## src/rtl/mips_pkg.sv

```systemverilog
// rtl/mips_pkg.sv - shared fetch/decode encodings, vectors and PC helper
package mips_pkg;

  typedef enum logic [2:0] {
    PCSRC_SEQ    = 3'b000,
    PCSRC_JUMP   = 3'b001,
    PCSRC_JR     = 3'b010,
    PCSRC_EXC    = 3'b011,
    PCSRC_BRANCH = 3'b100,
    PCSRC_IRQ    = 3'b101
  } pcsrc_e;

  localparam logic [31:0] RESET_VECTOR = 32'h8000_0000;
  localparam logic [31:0] IRQ_VECTOR   = 32'h8000_0004;
  localparam logic [31:0] EXC_VECTOR   = 32'h8000_0008;
  localparam logic [31:0] NOP_INSTR    = 32'h0000_0000;

  // Bit 31 is the kernel-mode bit; sequential fetch wraps within its half.
  function automatic logic [31:0] pc_plus4(input logic [31:0] pc);
    return {pc[31], pc[30:0] + 31'd4};
  endfunction

endpackage

```

## src/rtl/next_pc_mux.sv

```systemverilog
// rtl/next_pc_mux.sv - combinational next-PC target selection and redirect flag
module next_pc_mux
  import mips_pkg::*;
(
  input  logic [31:0] pc,
  input  logic [2:0]  pcsrc,
  input  logic        branch_taken,
  input  logic [31:0] branch_target,
  input  logic [31:0] jump_reg,
  input  logic [3:0]  jump_region,
  input  logic [25:0] jump_index,
  output logic [31:0] pc4,
  output logic [31:0] next_pc,
  output logic        redirect
);

  assign pc4 = pc_plus4(pc);

  always_comb begin
    next_pc  = pc4;
    redirect = 1'b0;
    case (pcsrc)
      PCSRC_JUMP: begin
        next_pc  = {jump_region, jump_index, 2'b00};
        redirect = 1'b1;
      end
      PCSRC_JR: begin
        next_pc  = jump_reg;
        redirect = 1'b1;
      end
      PCSRC_EXC: begin
        next_pc  = EXC_VECTOR;
        redirect = 1'b1;
      end
      PCSRC_BRANCH: begin
        if (branch_taken) begin
          next_pc  = branch_target;
          redirect = 1'b1;
        end
      end
      PCSRC_IRQ: begin
        next_pc  = IRQ_VECTOR;
        redirect = 1'b1;
      end
      default: begin
        next_pc  = pc4;
        redirect = 1'b0;
      end
    endcase
  end

endmodule

```

## src/rtl/fetch_stage.sv

```systemverilog
// rtl/fetch_stage.sv - PC register, IF/ID pipeline register and interrupt pending flag
module fetch_stage
  import mips_pkg::*;
(
  input  logic        clk,
  input  logic        reset,
  input  logic [2:0]  PCSrc,
  input  logic        BranchTaken,
  input  logic [31:0] BranchTarget,
  input  logic [31:0] JumpReg,
  input  logic        Stall,
  input  logic        Irq,
  input  logic [31:0] Instruction,
  output logic [31:0] PC,
  output logic [31:0] IF_ID_Instr,
  output logic [31:0] IF_ID_PC4,
  output logic        IF_ID_Valid,
  output logic        Interrupt
);

  logic [31:0] pc4;
  logic [31:0] next_pc;
  logic        redirect;
  logic        pending;

  next_pc_mux u_next_pc_mux (
    .pc           (PC),
    .pcsrc        (PCSrc),
    .branch_taken (BranchTaken),
    .branch_target(BranchTarget),
    .jump_reg     (JumpReg),
    .jump_region  (IF_ID_PC4[31:28]),
    .jump_index   (IF_ID_Instr[25:0]),
    .pc4          (pc4),
    .next_pc      (next_pc),
    .redirect     (redirect)
  );

  // Only user-mode, valid, non-stalled instructions in ID may take an interrupt.
  assign Interrupt = pending & IF_ID_Valid & ~IF_ID_PC4[31] & ~Stall;

  always_ff @(posedge clk) begin
    if (reset) begin
      PC          <= RESET_VECTOR;
      IF_ID_Instr <= NOP_INSTR;
      IF_ID_PC4   <= 32'h0000_0000;
      IF_ID_Valid <= 1'b0;
      pending     <= 1'b0;
    end else begin
      // A new request wins over the clear of one taken on the same cycle.
      if (Irq) begin
        pending <= 1'b1;
      end else if (Interrupt) begin
        pending <= 1'b0;
      end

      if (!Stall) begin
        PC <= next_pc;
        if (redirect) begin
          IF_ID_Instr <= NOP_INSTR;
          IF_ID_PC4   <= 32'h0000_0000;
          IF_ID_Valid <= 1'b0;
        end else begin
          IF_ID_Instr <= Instruction;
          IF_ID_PC4   <= pc4;
          IF_ID_Valid <= 1'b1;
        end
      end
    end
  end

endmodule

```

## config.mk

```make
export PLATFORM = sky130hd
export DESIGN_NAME = fetch_stage
export DESIGN_NICKNAME = d
export VERILOG_FILES = /design/src/rtl/mips_pkg.sv /design/src/rtl/next_pc_mux.sv /design/src/rtl/fetch_stage.sv
export SDC_FILE = /design/constraint.sdc
export NUM_CORES = 1
export LEC_CHECK = 0
export ABC_AREA = 1
export ABC_CLOCK_PERIOD_IN_PS = 3900
export BUFFER_PORTS_ARGS = -buffer_cell sky130_fd_sc_hd__buf_2
export CAP_MARGIN = 15
export CORE_ASPECT_RATIO = 1.2
export CORE_MARGIN = 3
export CORE_UTILIZATION = 45
export CTS_CLUSTER_DIAMETER = 120
export DETAILED_ROUTE_END_ITERATION = 6
export MAX_ROUTING_LAYER = met4
export PLACE_DENSITY = 0.75
export SYNTH_ARGS = -nofsm -noshare
export SYNTH_HDL_FRONTEND = slang
export SYNTH_SLANG_ARGS = --single-unit
```

## constraint.sdc

```tcl
create_clock -name clk -period 3.9 [get_ports clk]
set_clock_uncertainty 0.15 [all_clocks]
set_input_delay 0.39 -clock clk [delete_from_list [all_inputs] [get_ports clk]]
set_output_delay 0.39 -clock clk [all_outputs]
set_load 0.02 [all_outputs]
```

# Yosys cells after proc, flatten, opt, wreduce, memory -nomap -nowiden

Index checks and enable logic that the tools add are counted.

Flip-flop bits (word level): 98
Input port bits: 104
Output and inout bits: 98
Word-level logic and storage cells: 31

Add/sub/neg operators: 1
Eq/ne operators: 6
Mux-type cells: 9
Bitwise gates (word level): 5
Reductions and logical operators: 4

Operator list:

| kind                                                 | number |
|---|---|
| case mux 32 bit (5 select lines)                     | 1 |
| two-way mux 32 bit                                   | 3 |
| adder 31 x 3 -> 31 bit (second input constant)       | 1 |
| equality test 3 x 2 -> 1 bit (second input constant) | 2 |
| equality test 3 bit (second input constant)          | 2 |
| nonzero test 5 bit                                   | 1 |
| two-way mux 1 bit                                    | 4 |
| OR reduction 4 bit                                   | 1 |
| AND 1 bit                                            | 3 |
| equality test 3 x 1 -> 1 bit (second input constant) | 1 |
| AND reduction 3 bit                                  | 1 |
| inequality test 2 bit (second input constant)        | 1 |
| NOT 1 bit                                            | 2 |
| case mux 1 bit (2 select lines)                      | 1 |
| nonzero test 2 bit                                   | 1 |

# Logic depth before layout (Yosys ltp)

Word-level depth: 5
Gate-level depth with buffers: 11
Gate-level depth less buffers: 10

# Modules after synthesis

A second synthesis with hierarchy kept.

Cells, all modules: 813
Area total of the unflattened synthesis: 5275.1 um^2

By module, submodules not included:

| module      | instances | cells an instance | area an instance (um^2) | seq. area each (um^2) |
|---|---|---|---|---|
| fetch_stage | 1         | 430               | 3402.0                  | 1961.9 |
| next_pc_mux | 1         | 383               | 1873.0                  | 0.0 |

# Worst setup path before layout

Ideal clock, no wire load.

Path kind: register -> register
Start point: register PC[3]
End point: register IF_ID_PC4[18]
Setup time: 0.071 ns
Arrival: 1.520 ns
Data required time: 3.679 ns
Setup slack: 2.159 ns
Cell stages (with the launch flop): 9
Path buffers: 0
Period minus slack after synthesis: 1.741 ns
Cells stage by stage: dfxtp_1 ha_1 nand2_1 nor2_2 nand2_2 nor2_4 xor2_1 nand2_1 a21oi_1

Longest elaborated chain between the ends: 2

Ends and longest elaborated chain:

| what                     | line              | text |
|---|---|---|
| start: declaration       | fetch_stage.sv:14 | `output logic [31:0] PC,` |
| start signal: assignment | fetch_stage.sv:58 | `PC <= next_pc;` |
| adder 31 x 3 -> 31 bit   | mips_pkg.sv:20    | `return {pc[31], pc[30:0] + 31'd4};` |
| two-way mux 32 bit       | fetch_stage.sv:59 | `if (redirect) begin` |
| end signal: assignment   | fetch_stage.sv:65 | `IF_ID_PC4 <= pc4;` |
| end: declaration         | fetch_stage.sv:16 | `output logic [31:0] IF_ID_PC4,` |

Every way passes these cells.
A chain may end at the register's enable or synchronous reset.

# Final worst setup path

Start point: register PC[3]
End point: register PC[16]

Longest elaborated chain between the ends: 3

Ends and longest elaborated chain:

| what                                 | line              | text |
|---|---|---|
| adder 31 x 3 -> 31 bit (*)           | mips_pkg.sv:20    |  |
| two-way mux 32 bit                   | next_pc_mux.sv:36 | `if (branch_taken) begin` |
| case mux 32 bit (5 select lines) (*) | next_pc_mux.sv:22 | `case (pcsrc)` |

Mark *: on every way between the ends. The rest lies on a longest branch, timed or not. The select of a mux whose other input is x is not followed.

==> metrics.yaml <==
status:
  status: "complete, no violations"
placed_design:
  gp_congestion: 0.949
  placed_cell_area_mm2: 0.00600
  place_ws_ns: 1.69
  dp_hpwl_um: 12000
  port_buffers: 201
synthesis:
  syn_inst: 750
  synthTopCellsByCount: "nand2_1, dfxtp_1, a21oi_1"
  synth_edf_count: 0
  yosysUniqueCellTypes: 35
  synth_async_sr_flop_share: 0
  syn_nets: 855
  yosysTopAreaCell: "dfxtp_1"
  synth_ff_type: "dfxtp_1"
  synth_area_leaders: "dfxtp_1, nand2_1, a21oi_1, a211oi_1, nor2_1"
  yosysMostFrequentCell: "nand2_1"
  synth_top_area_frac: 0.390
  synth-seq-cells: 98
  ys_seq_area_frac: 0.390
  avgSynthCellArea_um2: 6.71
  ys_warn_count: 0
  syn_area_mm2: 0.00503
timing:
  finalMaxSlewViolations: 0
  finalWorstSetupSlack_ns: 1.98
  slew_headroom: 0.357
  setup_tns_ns: 0
  fin_crit_ns: 1.92
  fmax_ghz: 0.520
  hold_viol_final: 0
  worstMarginPinSlew_ns: 0.964
  period_share: 0.493
  setup_viol: 0
  rsz0062_at_grt: "false"
clock_network:
  ctsRootBufferMaster: "clkbuf_16"
  cts_buffers: 9
  clkSinkCount: 98
  tritoncts: "built"
  htreeDepth: 3
  cts_hold_buf: 0
  clk_pin_slew_ns: 0.07
  insertion_delay_ns: 0.35
  post_cts_resized: 0
  cts_setup_buffers: 0
  ctsLongestPathBuffers: 2
cells_and_area:
  drive_gt1_frac: 0.266
  final_core_util: 0.590
  fill_cells: 1125
  nets: 1029
  area.growth.synth_to_final_pct: 25.7
  diodes: 0
  finalInstanceArea_mm2: 0.00632
routing:
  wire_per_inst_um: 15.4
  wl_met3_um: 1070
  drc: 0
  drtIter0Drc: 389
  routed.top_layer: "met4"
  route.met2.wl_um: 7560
  via_per_inst: 5.12
  wl_met1_um: 7320
  drtPass1Iterations: 5
  ant_nets: 0
  vias: 5414
  wirelength_um: 16300
worst_setup_path:
  r2r-end: "PC[16]"
  r2r-start: "PC[3]"
  end_kind: "register"
  start_kind: "register"
  r2r_cells: 8
  critPathMaxFanout: 4
  critPathKind: "register to register"
  critical_path_arrival_ns: 2.05
  cp.required_ns: 4.03
  r2r_setup_slack_ns: 1.98
floorplan:
  floorplan.initialDensity: 0.469
  fp.dieH_um: 122
  die_width_um: 103
  ioPinCount: 202
  die_area_mm2: 0.0125
  std_cell_rows: 41
  core_area_mm2: 0.0107
power:
  vdd_drop_max_v: 0.000238
  p_leak_uw: 0.00305
  power_density_mw_per_mm2: 380
  power.total_uw: 2400
hold_path:
  whs_path_depth: 3
  min_from: "Irq"
  hp-class: "primary input to register"
  worstHoldEndpoint: "pending"
global_route:
  track_usage: 0.269
  grt_pass1_wl_um: 25800
  grt_max_degree: 93
  gr-total-overflow: 0
  antenna_found_initial: 0
  grt_pass1_vias: 5079
run:
  cap_violations: 0
==> worst max path at each step <==
| stage | startpoint | end | slack, ns |
|---|---|---|---|
| floorplan | PC[3] | IF_ID_PC4[18] | 2.16 |
| global placement | PCSrc[2] | PC[29] | 1.71 |
| detailed placement | PCSrc[2] | PC[30] | 1.69 |
| CTS | PC[3] | PC[16] | 1.99 |
| global route | PC[3] | PC[16] | 1.83 |
| finish | PC[3] | PC[16] | 1.98 |
==> flip-flops by register name (all words and copies together), names as in the netlist <==
register,count
PC,32
IF_ID_Valid,1
IF_ID_Instr,32
pending,1
IF_ID_PC4,32
==> power breakdown <==
group          internal [µW]  total [µW]  switching (µW)
sequential              1050        1100            53.0
combinational            135         382             247
clock                    519         918             399
==> layout make-up <==
| cell class | count | area [µm²] | share of cell area |
|---|---|---|---|
| inverter | 39 | 146 | 0.0231 |
| clock inverter | 5 | 63.8 | 0.0101 |
| sequential | 98 | 1960 | 0.310 |
| multi-input combinational | 572 | 2710 | 0.428 |
| tap | 129 | 161 | 0.0255 |
| timing repair buffer | 204 | 1040 | 0.164 |
| clock buffer | 11 | 243 | 0.0384 |
==> critical path, cell delays in order, from the launching register on <==
cell     delay, ns
dfxtp_1       0.40
ha_1          0.22
nand2_1       0.08
nor2_2        0.19
nand2_1       0.13
nor2_2        0.22
or2_2         0.16
nand3_1       0.12
a21oi_1       0.17
==> placed cells by master (no fill, tap or decap), types with 3 or more instances in the layout <==
| cell type | count |
|---|---|
| xor2_1 | 10 |
| clkinv_4 | 3 |
| nand3_1 | 28 |
| buf_2 | 200 |
| nor2_8 | 3 |
| nand2_1 | 311 |
| o21ai_0 | 26 |
| dfxtp_1 | 98 |
| a21oi_1 | 95 |
| clkbuf_16 | 9 |
| inv_1 | 36 |
| nor2_1 | 37 |
| inv_2 | 3 |
| a211oi_1 | 21 |
| nand3b_1 | 5 |
| buf_4 | 3 |
| nor2_2 | 5 |
| nor2_4 | 4 |
| nand2_2 | 3 |
==> metal layers <==
layer / global-route usage / up-vias
li1: - / 2772
met1: 0.359 / 2405
met2: 0.414 / 213
met3: 0.0475 / 24
met4: 0.0837 / 0
met5: - / -
==> cells by family after synthesis <==
group                      count (synthesis)  share of synthesized area
buffers and inverters                     80                     0.0724
DFF                                       98                      0.390
xor gates and xnor gates                  13                     0.0256
and+or+nand+nor                          404                      0.339
adders and majority gates                  1                    0.00249
AOI/OAI and AO/OA                        154                      0.171
==> through the flow <==
| step | std cells | hold slack [ns] |
|---|---|---|
| floorplan | 750 | 0.298 |
| detailed placement | 1041 | 0.303 |
| global placement | 1041 | 0.300 |
| finish | 1058 | 0.0975 |
| global route | 1058 | 0.130 |
| CTS | 1057 | 0.0945 |
(Power assumes the default switching activity.)
